File: config.mk
export PLATFORM = sky130hd
export DESIGN_NAME = n2by2_b2_seq_integer_recombiner
export DESIGN_NICKNAME = d
export VERILOG_FILES = /design/src/rtl/n2by2_b2_seq_integer_recombiner_pkg.sv /design/src/rtl/n2by2_b2_seq_integer_recombiner_ms_converter.sv /design/src/rtl/n2by2_b2_seq_integer_recombiner.sv
export SDC_FILE = /design/constraint.sdc
export NUM_CORES = 1
export LEC_CHECK = 0
export CAP_MARGIN = 20
export CELL_PAD_IN_SITES_DETAIL_PLACEMENT = 0
export CELL_PAD_IN_SITES_GLOBAL_PLACEMENT = 1
export CORE_MARGIN = 3
export CORE_UTILIZATION = 46
export DETAILED_ROUTE_END_ITERATION = 8
export PLACE_DENSITY_LB_ADDON = 0.1
export SKIP_CTS_REPAIR_TIMING = 1
export SLEW_MARGIN = 30
export SYNTH_ARGS = -nofsm -noshare
export SYNTH_HDL_FRONTEND = slang
export SYNTH_SLANG_ARGS = --single-unit
File: constraint.sdc
create_clock -name clock -period 6 [get_ports clock]
set_input_delay 1.2 -clock clock [delete_from_list [all_inputs] [get_ports clock]]
set_output_delay 1.2 -clock clock [all_outputs]
set_load 0.02 [all_outputs]
File: src/rtl/n2by2_b2_seq_integer_recombiner_pkg.sv
// Shared types and constants for the sequential signed recombiner x = q*y + r.
package n2by2_b2_seq_integer_recombiner_pkg;

  localparam int unsigned DEFAULT_N = 2;
  localparam int unsigned STATE_W   = 2;

  typedef enum logic [STATE_W-1:0] {
    S_IDLE = 2'd0,
    S_MUL  = 2'd1,
    S_FIX  = 2'd2
  } state_t;

  // Step counter width: clog2(n), never below one bit.
  function automatic int unsigned cnt_width(input int unsigned n);
    return (n > 2) ? int'($clog2(n)) : 1;
  endfunction

endpackage

File: src/rtl/n2by2_b2_seq_integer_recombiner_ms_converter.sv
// Combinational two's-complement to magnitude/sign converter; the most negative
// code maps to its unsigned magnitude 2^(N-1).
module nN_c2_ms_converter #(
  parameter int unsigned N = 2
) (
  input  logic [N-1:0] a,
  output logic [N-1:0] mag,
  output logic         sign
);

  always_comb begin
    sign = a[N-1];
    mag  = sign ? (N'(0) - a) : a;
  end

endmodule

File: src/rtl/n2by2_b2_seq_integer_recombiner.sv
// Sequential recombiner: rebuilds the dividend x = q*y + r with a shift-and-add
// multiplier and flags triples no truncated division could have produced.
module n2by2_b2_seq_integer_recombiner
  import n2by2_b2_seq_integer_recombiner_pkg::*;
#(
  parameter int unsigned N = DEFAULT_N
) (
  input  logic           clock,
  input  logic           reset,
  input  logic           soc,
  input  logic [N-1:0]   q,
  input  logic [N-1:0]   y,
  input  logic [N-1:0]   r,
  output logic [2*N-1:0] x,
  output logic           no_idiv,
  output logic           eoc
);

  localparam int unsigned W2 = 2 * N;
  localparam int unsigned CW = cnt_width(N);

  state_t          state_q;
  state_t          state_d;
  logic [CW-1:0]   cnt_q;
  logic [N-1:0]    mplr_q;
  logic [W2-1:0]   mcand_q;
  logic [W2-1:0]   acc_q;
  logic [N-1:0]    r_q;
  logic            q_sign_q;
  logic            y_sign_q;
  logic            r_sign_q;
  logic            y_zero_q;
  logic            r_ge_y_q;

  logic            start_c;
  logic            step_c;
  logic            fix_c;
  logic            last_c;

  logic [N-1:0]    q_mag_c;
  logic [N-1:0]    y_mag_c;
  logic [N-1:0]    r_mag_c;
  logic            q_sign_c;
  logic            y_sign_c;
  logic            r_sign_c;

  logic [W2-1:0]   prod_c;
  logic [W2-1:0]   sum_c;
  logic            flag_c;

  nN_c2_ms_converter #(.N(N)) u_conv_q (.a(q), .mag(q_mag_c), .sign(q_sign_c));
  nN_c2_ms_converter #(.N(N)) u_conv_y (.a(y), .mag(y_mag_c), .sign(y_sign_c));
  nN_c2_ms_converter #(.N(N)) u_conv_r (.a(r), .mag(r_mag_c), .sign(r_sign_c));

  // State register
  always_ff @(posedge clock or posedge reset) begin
    if (reset) begin
      state_q <= S_IDLE;
    end else begin
      state_q <= state_d;
    end
  end

  // Next-state logic
  always_comb begin
    state_d = state_q;
    case (state_q)
      S_IDLE:  if (soc) state_d = S_MUL;
      S_MUL:   if (last_c) state_d = S_FIX;
      S_FIX:   state_d = S_IDLE;
      default: state_d = S_IDLE;
    endcase
  end

  // Datapath strobes decoded from the current state
  always_comb begin
    start_c = 1'b0;
    step_c  = 1'b0;
    fix_c   = 1'b0;
    case (state_q)
      S_IDLE:  start_c = soc;
      S_MUL:   step_c  = 1'b1;
      S_FIX:   fix_c   = 1'b1;
      default: ;
    endcase
  end

  assign last_c = (cnt_q == CW'(N - 1));

  // Sign fix of the unsigned product, then remainder add and consistency check
  always_comb begin
    prod_c = (q_sign_q ^ y_sign_q) ? (W2'(0) - acc_q) : acc_q;
    sum_c  = prod_c + {{N{r_sign_q}}, r_q};
    flag_c = y_zero_q | r_ge_y_q | ((r_q != '0) & (sum_c[W2-1] != r_sign_q));
  end

  // Operand capture and shift-and-add multiplier
  always_ff @(posedge clock or posedge reset) begin
    if (reset) begin
      cnt_q    <= '0;
      mplr_q   <= '0;
      mcand_q  <= '0;
      acc_q    <= '0;
      r_q      <= '0;
      q_sign_q <= 1'b0;
      y_sign_q <= 1'b0;
      r_sign_q <= 1'b0;
      y_zero_q <= 1'b0;
      r_ge_y_q <= 1'b0;
    end else if (start_c) begin
      cnt_q    <= '0;
      mplr_q   <= q_mag_c;
      mcand_q  <= {{N{1'b0}}, y_mag_c};
      acc_q    <= '0;
      r_q      <= r;
      q_sign_q <= q_sign_c;
      y_sign_q <= y_sign_c;
      r_sign_q <= r_sign_c;
      y_zero_q <= (y == '0);
      r_ge_y_q <= (r_mag_c >= y_mag_c);
    end else if (step_c) begin
      if (mplr_q[0]) begin
        acc_q <= acc_q + mcand_q;
      end
      mplr_q  <= mplr_q >> 1;
      mcand_q <= mcand_q << 1;
      cnt_q   <= cnt_q + CW'(1);
    end
  end

  // Registered outputs: eoc drops on start, result and eoc land on the fix edge
  always_ff @(posedge clock or posedge reset) begin
    if (reset) begin
      x       <= '0;
      no_idiv <= 1'b0;
      eoc     <= 1'b1;
    end else if (start_c) begin
      eoc <= 1'b0;
    end else if (fix_c) begin
      x       <= sum_c;
      no_idiv <= flag_c;
      eoc     <= 1'b1;
    end
  end

endmodule
==> results.tsv, run 1 <==
metric	value	unit
cp.arrival	1460	ps
async_flop_share	100	%
floorplan.initialDensity	50.8	%
worstPathMaxFanout	2	
clk_pin_slew	130	ps
wirelength	2290	um
r2r_start	acc_q[1]$_DFFE_PP0P_	
outcome	complete, no violations	
critPathCaptureType	output port	
synth_edf_count	0	
start_kind	register	
syn_inst	127	
numCtsBuffers	3	
final-setup-viol-count	0	
drtIter0Drc	17	
grt_overflow	0	
first_pass_iters	4	
setup_ws	3340	ps
yosysSeqAreaShare	47.6	%
p_per_area	500	nW/um^2
dp_cells	167	
syn_to_final_growth	14.3	%
leakagePower	0.740	nW
min_path_type	reg2reg	
dieArea	3540	sq um
grt_usage	15.5	%
clk_latency	310	ps
synth-main-ff-cell	dfrtp_1	
critPathKind	reg2out	
ys_ff_latch	25	
gp_congestion	0.774	
ant_nets	0	
die_x	59.5	um
antenna_found_initial	0	
ys_types	30	
worst_ep_required_time	4800	ps
rsz0062_at_grt	no	
clock-root-buffer	clkbuf_4	
cts_tree	built	
hold_viol_final	0	
grt_max_degree	26	
die_y	59.5	um
slew_violations	0	
htree_levels	1	
ctsLongestPathBuffers	2	
min_from	eoc$_DFFE_PP1P_	
fin_tns_setup	0	ps
drive_gt1_share	9.22	%
fin_nets	162	
synth-warning-count	0	
vias	917	
drt-vias-per-instance	5.36	
postSynthAreaPerCell	10.4	sq um
fin_area	1500	sq um
hold_slack	475	ps
core.rowCount	18	
yosysTopAreaCellShare	45.6	%
grt_pass1_vias	945	
io_buffers	14	
diodes	0	
wire_per_inst	13.4	um
ir_worst_vdd	318	uV
cpMaxStageDelayCell	clkdlybuf4s50_1	
hpwlAfterDp	1700	um
max_slew.worst_pin.slew	701	ps
layout_worst_path_cycle_share	44.4	%
critPathBufInv	1	
synth_nets	147	
path_cells	clkdlybuf4s50_1	
max_cap_violations	0	
yosys.area.top_type	dfrtp_1	
synthTopCellsByArea	dfrtp_1, ha_1, nand2_1	
startpoint	eoc$_DFFE_PP1P_	
critPathMaxStageDelay	600	ps
pre_cts_ws	3390	ps
finalClockSkew	2.24	ps
drc	0	
fmax	375	MHz
dpl-instance-area	1480	sq um
finalCriticalPeriod	2660	ps
core-area	2590	sq um
ios	15	
grt_pass1_wl	4130	um
final_cell_count_no_fill	171	
relSlewSlack	53.2	%
power	752	uW
final_core_util	58.1	%
cts_num_sinks	25	
path_delay_family	buffers and inverters	
netlist_area	1320	sq um
## path summary, 6_finish.rpt
path | end | slack, ps | depth (start not counted)
setup reg to reg | no_idiv$_DFFE_PP0P_ | 3780 | 8
min in group asynchronous | acc_q[1]$_DFFE_PP0P_ | 1220 | 2
setup / recovery | eoc | 3340 | 1
hold reg to reg | eoc$_DFFE_PP1P_ | 470 | 2
max in group asynchronous | eoc$_DFFE_PP1P_ | 4410 | 2
hold / removal | eoc$_DFFE_PP1P_ | 470 | 2
## cells by family (layout without fill, tap and decap cells)
group | after synthesis | after routing | share of synthesized area, %
AND/OR/NAND/NOR | 48 | 48 | 16.3
multiplexers | 4 | 4 | 3.33
XOR/XNOR | 8 | 8 | 7.51
buffers and inverters | 8 | 22 | 2.38
adder cells (fa/ha/maj) | 11 | 11 | 11.6
flip-flops | 25 | 25 | 47.6
AO/OA/AOI/OAI | 23 | 23 | 11.2
## final cells by class
| cell class | instances | area (sq um) |
|---|---|---|
| Clock buffer | 4 | 26.3 |
| Multi-Input combinational cell | 94 | 658 |
| Tap cell | 30 | 37.5 |
| Inverter | 4 | 15.0 |
| Timing Repair Buffer | 14 | 140 |
| Sequential cell | 25 | 627 |
| Fill cell | 230 | 1090 |
## per-layer routing
metal,global-route usage (%),share of wire [%],vias up
met5,0,0,-
met4,6.01,1.4,0
met3,2.40,3.5,4
met2,25.4,48,18
met1,20.5,47,436
li1,-,-,459
## Yosys cell counts, drive strengths merged, types with 3 or more instances
master,count
nand3,3
inv,4
a21oi,5
ha,9
mux2,3
a32o,3
nand2b,6
dfrtp,24
nor2,8
nand2,26
xnor2,5
clkbuf,3
o21ai,9
## worst reg2reg max path: stages, from the launching register on
cell and delay (ps):
dfrtp_1 490, inv_1 70, ha_1 260, mux2_2 300
ha_1 280, a21o_1 160, a21oi_1 220, xnor2_1 110
o31ai_1 250
## registers in the layout (all words and copies together), names as in the netlist
name      flops
no_idiv       1
mcand_q       4
eoc           1
r_ge_y_q      1
state_q       2
y_zero_q      1
q_sign_q      1
x             4
y_sign_q      1
cnt_q         1
r_q           2
acc_q         4
mplr_q        2
## cell usage in the layout, fill, tap and decap left out
| cell | count |
|---|---|
| xnor2_1 | 3 |
| and2_1 | 1 |
| inv_2 | 1 |
| or2_2 | 1 |
| mux2i_1 | 1 |
| xor2_1 | 2 |
| xnor3_1 | 1 |
| a221o_1 | 1 |
| o31ai_1 | 2 |
| fa_1 | 2 |
| nor2_1 | 6 |
| a22oi_1 | 1 |
| nand2_1 | 26 |
| ha_1 | 9 |
| clkbuf_1 | 1 |
| clkbuf_4 | 3 |
| inv_1 | 3 |
| xnor2_2 | 2 |
| clkdlybuf4s50_1 | 14 |
| nor2b_1 | 2 |
| nand2b_1 | 6 |
| mux2_2 | 3 |
| nand3_1 | 3 |
| o21ai_1 | 1 |
| a21o_1 | 2 |
| dfrtp_1 | 24 |
| nor3_1 | 1 |
| nor2_2 | 2 |
| dfstp_2 | 1 |
| a21oi_1 | 5 |
| o21ai_0 | 8 |
| a32o_1 | 3 |
## power breakdown
part / switching [mW] / total [mW] / internal (mW) / leakage (nW)
combinational: 0.183 / 0.364 / 0.181 / 0.406
clock: 0.0499 / 0.0759 / 0.0260 / 0.0150
sequential: 0.0686 / 0.312 / 0.244 / 0.319
No activity file was read; power rests on OpenSTA's default activity.
==> inputs of run 2 (changes only) <==
--- a/config.mk
+++ b/config.mk
@@ -9,7 +9,7 @@
 export CELL_PAD_IN_SITES_DETAIL_PLACEMENT = 0
 export CELL_PAD_IN_SITES_GLOBAL_PLACEMENT = 1
 export CORE_MARGIN = 3
-export CORE_UTILIZATION = 46
+export CORE_UTILIZATION = 43
 export DETAILED_ROUTE_END_ITERATION = 8
 export PLACE_DENSITY_LB_ADDON = 0.1
 export SKIP_CTS_REPAIR_TIMING = 1
==> constraint.sdc (replaced) <==
create_clock -name clock -period 2.7 [get_ports clock]
set_input_delay 0.54 -clock clock [delete_from_list [all_inputs] [get_ports clock]]
set_output_delay 0.54 -clock clock [all_outputs]
set_load 0.02 [all_outputs]
==> run 2 against run 1 <==
Worst hold slack lost 82 ps. Critical endpoint is now x[3]$_DFFE_PP0P_. Combinational power is 120% higher. First-iteration DRC count increased by 53%. Via count grew 0.55%. Setup slack got worse by 2900 ps. Highest routed layer unchanged. Clock power up 130%. Cell count is 1.2% higher. Sequential share of layout area decreased by 0.34 points. Largest cell class unchanged.
==> results.tsv, run 2 (synthesis gave the netlist of run 1 again) <==
metric	value	unit	change
antenna_found_initial	0		unchanged
cts_num_sinks	25		unchanged
crit_end	x[3]$_DFFE_PP0P_		
reg2reg_to	x[3]$_DFFE_PP0P_		
worstPathMaxFanout	6		+4
gp_congestion	0.707		-8.7%
diodes	0		unchanged
die_y	61.3	um	+3.1%
layout_worst_path_cycle_share	82.2	%	
max_slew.worst_pin.slew	658	ps	-43.4 ps
io_buffers	14		unchanged
cts_tree	built		
core.rowCount	19		+1
leakagePower	0.745	nW	+0.66%
ios	15		unchanged
syn_to_final_growth	15.2	%	
rsz0062_at_grt	no		
core-area	2830	sq um	+9.2%
fin_tns_setup	0	ps	unchanged
max_cap_violations	0		unchanged
fillers	248		+7.8%
startpoint	acc_q[1]$_DFFE_PP0P_		
ant_nets	0		unchanged
final_core_util	53.6	%	-4.5 points
wire_per_inst	13.2	um	-1.8%
hpwlAfterDp	1780	um	+4.5%
grt_pass1_vias	890		-5.8%
clk_latency	330	ps	+20 ps
fmax	451	MHz	
fin_nets	163		+0.62%
finalClockSkew	14.1	ps	+11.9 ps
drtIter0Drc	26		+9
reg2reg_slack	480	ps	-3300 ps
final-setup-viol-count	0		unchanged
cp.arrival	2470	ps	+1010 ps
finalCriticalPeriod	2220	ps	
ir_worst_vdd	526	uV	+65%
htree_levels	1		unchanged
min_path_type	in2async		
dieArea	3760	sq um	+6.3%
clk_pin_slew	150	ps	+20 ps
drive_gt1_share	9.86	%	+0.64 points
r2r.worst_path.cells	8		unchanged
reg_top3	acc_q (4), mcand_q (4), x (4)		
worst_ep_required_time	2950	ps	-1850 ps
vias	922		+0.55%
outcome	complete, no violations		
slew_violations	0		unchanged
start_kind	register		
first_pass_iters	4		unchanged
numCtsBuffers	3		unchanged
critPathKind	reg2reg		
grt_usage	14.6	%	-0.89 points
layout_common_cells	nand2_1, dfrtp_1, clkdlybuf4s50_1		
p_per_area	1100	nW/um^2	+120%
grt_max_degree	21		-19%
die_x	61.3	um	+3.1%
hold_viol_final	0		unchanged
final_common_cell	nand2_1		
clock-root-buffer	clkbuf_4		
r2r_start	acc_q[1]$_DFFE_PP0P_		
critPathCaptureType	register		
power	1.67	mW	+120%
grt_overflow	0		unchanged
wirelength	2280	um	-0.70%
grt_pass1_wl	4020	um	-2.5%
ctsLongestPathBuffers	2		unchanged
floorplan.initialDensity	46.5	%	-4.3 points
relSlewSlack	56.1	%	+2.9 points
drc	0		unchanged
drt-vias-per-instance	5.33		-0.62%
[run 2: changes by cell type in the layout (fill, tap and decap cells not counted), sizes merged]
cell	previous run	this run
buf	0	1
clkbuf	4	3
clkinvlp	0	1
[run 2: worst max-delay path, stage by stage (launching register included)]
cell	delay, ps
dfrtp_1	490
inv_1	70
ha_1	270
mux2_2	290
ha_1	270
a21o_1	150
a21oi_1	240
xnor3_1	250
o21ai_1	110
[run 2: worst min path at each step]
stage / to / slack, ps / cells past startpoint / from
floorplan: y_zero_q$_DFFE_PP0P_ / 450 / 2 / y_zero_q$_DFFE_PP0P_
global placement: eoc$_DFFE_PP1P_ / 450 / 2 / eoc$_DFFE_PP1P_
detailed placement: eoc$_DFFE_PP1P_ / 450 / 2 / eoc$_DFFE_PP1P_
CTS: x[0]$_DFFE_PP0P_ / 390 / 2 / reset
global route: x[0]$_DFFE_PP0P_ / 400 / 2 / reset
finish: x[0]$_DFFE_PP0P_ / 390 / 2 / reset
[run 2: layer usage]
metal	routed length [um]	track usage, %	vias up
met5	0	0	-
met1	1110	20.1	441
met4	34	5.57	0
met2	1070	23.1	13
li1	-	-	464
met3	62	2.52	4
[run 2: cell type report]
class / instances / area, sq um / share of cell area (%)
inverter: 4 / 15.0 / 0.990
multi-input combinational: 94 / 658 / 43.4
clock inverter: 1 / 7.51 / 0.495
timing repair buffer: 15 / 148 / 9.74
clock buffer: 3 / 22.5 / 1.49
tap: 31 / 38.8 / 2.56
sequential: 25 / 627 / 41.3
[run 2: metrics by stage]
step	setup WS, ps	std cells	instance area, sq um	hold WS, ps
floorplan	660	127	1320	450
global placement	587	169	1490	450
detailed placement	515	169	1490	451
CTS	477	173	1520	389
global route	370	173	1520	397
finish	481	173	1520	393
[run 2: report_power, final]
part	switching (mW)	internal, mW	leakage, nW
combinational	0.404	0.405	0.412
sequential	0.148	0.541	0.319
clock	0.118	0.0567	0.0139
total	0.671	1.00	0.745
==> inputs of run 3 (changes only) <==
==> constraint.sdc (replaced) <==
create_clock -name clock -period 2.1 [get_ports clock]
set_input_delay 0.42 -clock clock [delete_from_list [all_inputs] [get_ports clock]]
set_output_delay 0.42 -clock clock [all_outputs]
set_load 0.02 [all_outputs]
==> run 3 against run 2 <==
Power is 40% higher. First-iteration DRC count is 38% lower. Fmax is 7.4% higher. Largest power group unchanged. Die area stayed put. Critical endpoint is now no_idiv$_DFFE_PP0P_. Via count is 5.9% higher. Worst hold slack better by 31 ps. Register-to-register slack worse by 450 ps. Wire length is 12% higher. Combinational power is 53% higher.
==> results.tsv, run 3 (synthesis gave the netlist of run 1 again) <==
metric	value	unit	change
worst_ep_required_time	2330	ps	-620 ps
finalClockSkew	7.69	ps	-6.40 ps
p_int	1.41	mW	+40%
path_delay_family	compound AO/OA/AOI/OAI gates		
grt_pass1_wl	4200	um	+4.3%
critPathCaptureType	register		
relSlewSlack	74.1	%	+18 points
syn_to_final_growth	21.3	%	
grt_usage	15.7	%	+1.1 points
ios	15		unchanged
layout_worst_path_cycle_share	98.4	%	+16 points
drc	0		unchanged
die_x	61.3	um	unchanged
core-area	2830	sq um	unchanged
drtIter0Drc	16		-38%
startpoint	acc_q[1]$_DFFE_PP0P_		
hpwlAfterDp	1910	um	+7.5%
cp.depth	8		unchanged
dpl-instance-area	1520	sq um	+2.5%
final-setup-viol-count	0		unchanged
cpMaxStageDelayCell	dfrtp_1		
cts_num_sinks	25		unchanged
io_buffers	14		unchanged
min_path_type	in2async		
fin_nets	171		+4.9%
cp.arrival	2300	ps	-170 ps
core.rowCount	19		unchanged
path_cells	inv_1 -> ha_1 -> mux2_4 -> ha_4 -> a21o_1 -> a21oi_2 -> xnor2_1 -> o31ai_1		
ir_worst_vdd	761	uV	+45%
htree_levels	1		unchanged
dp_cells	174		+3.0%
fin_area	1600	sq um	+5.3%
outcome	complete, no violations		
grt_max_degree	26		+24%
finalCriticalPeriod	2070	ps	-153 ps
numCtsBuffers	3		unchanged
start_kind	register		
max_cap_violations	0		unchanged
clock-root-buffer	clkbuf_4		
layout_common_cells	nand2_1, dfrtp_1, clkdlybuf4s50_1		
ctsLongestPathBuffers	2		unchanged
pwr-share-comb	52.8	%	+4.5 points
ant_nets	0		unchanged
wirelength	2560	um	+12%
clk_pin_slew	140	ps	about the same
power	2.34	mW	+40%
slew_violations	0		unchanged
r2r.worst_path.cells	8		unchanged
switching_share	40.0	%	-0.10 points
grt_overflow	0		unchanged
drive_gt1_share	16.7	%	+6.8 points
fmax	484	MHz	+7.4%
gp_congestion	0.705		-0.30%
reg_top3	acc_q (4), mcand_q (4), x (4)		
cts_tree	built		
seqPwrFrac	37.7	%	-3.5 points
final_cell_count_no_fill	181		+4.6%
critPathBufInv	1		unchanged
switching_power	936	uW	+40%
max_slew.worst_pin.slew	388	ps	-269 ps
final_common_cell	nand2_1		
dieArea	3760	sq um	unchanged
diodes	0		unchanged
grt_pass1_vias	951		+6.9%
hold_viol_final	0		unchanged
leakagePower	0.792	nW	+6.3%
antenna_found_initial	0		unchanged
clkPwrFrac	9.5	%	-1.0 points
critPathMaxStageDelay	400	ps	-90 ps
clk_latency	320	ps	about the same
r2r_start	acc_q[1]$_DFFE_PP0P_		
final_core_util	56.4	%	+2.8 points
worstPathMaxFanout	2		-4
drt-vias-per-instance	5.39		+1.2%
floorplan.initialDensity	46.5	%	unchanged
p_per_area	1470	nW/um^2	+33%
vias	976		+5.9%
critPathKind	reg2reg		
rsz0062_at_grt	yes		
fillers	241		-2.8%
wire_per_inst	14.1	um	+7.2%
first_pass_iters	4		unchanged
die_y	61.3	um	unchanged
==> run 3: changes by cell type in the layout (fill, tap and decap cells not counted) <==
cell,before,now
buf_4,1,9
a21oi_1,5,4
a21oi_2,0,1
clkinv_2,0,1
clkinvlp_4,1,0
ha_1,9,8
ha_4,0,1
mux2_2,3,2
mux2_4,0,1
nor2_1,6,5
nor2_2,2,3
==> run 3: path summary, 6_finish.rpt <==
path / endpoint / slack [ps]
max: no_idiv$_DFFE_PP0P_ / 30
min: acc_q[3]$_DFFE_PP0P_ / 420
max reg2reg: no_idiv$_DFFE_PP0P_ / 30
min reg2reg: eoc$_DFFE_PP1P_ / 470
max in group asynchronous: eoc$_DFFE_PP1P_ / 1370
min in group clock: eoc$_DFFE_PP1P_ / 470
==> run 3: final cells by class <==
class                      count  area, sq um  area share [%]
clock buffer                   3         22.5            1.41
clock inverter                 1         5.00           0.313
inverter                       4         15.0           0.940
multi-input combinational     94          681            42.6
sequential                    25          627            39.3
tap                           31         38.8            2.43
timing repair buffer          23          208            13.0
==> run 3: stage by stage <==
| step | setup slack (ps) | setup TNS [ps] | hold slack [ps] |
|---|---|---|---|
| finish | 33.4 | 0 | 425 |
| global route | -26.2 | -35.5 | 470 |
| global placement | 71.1 | 0 | 450 |
| CTS | -44.5 | -77.9 | 439 |
| detailed placement | -33.7 | -36.9 | 451 |
| floorplan | 60.1 | 0 | 447 |
==> run 3: power by group through the flow <==
stage	clock [mW]	sequential, mW	combinational (mW)
3_5_place_dp	0	0.889	1.16
5_1_grt	0.256	0.916	1.39
3_3_place_gp	0	0.877	1.12
6_report	0.222	0.882	1.24
4_1_cts	0.228	0.878	1.17
2_1_floorplan	0	0.923	0.741
==> run 3: worst min-delay path, stage by stage <==
cell             delay (ps)
clkdlybuf4s50_1         400
inv_1                    50
buf_4                   300
==> run 3: routing by layer <==
metal / global-route usage, % / routed length [um] / vias up
li1: - / - / 479
met3: 3.35 / 106 / 9
met1: 19.4 / 1160 / 468
met2: 25.7 / 1200 / 20
met5: 0 / 0 / -
met4: 8.36 / 85 / 0
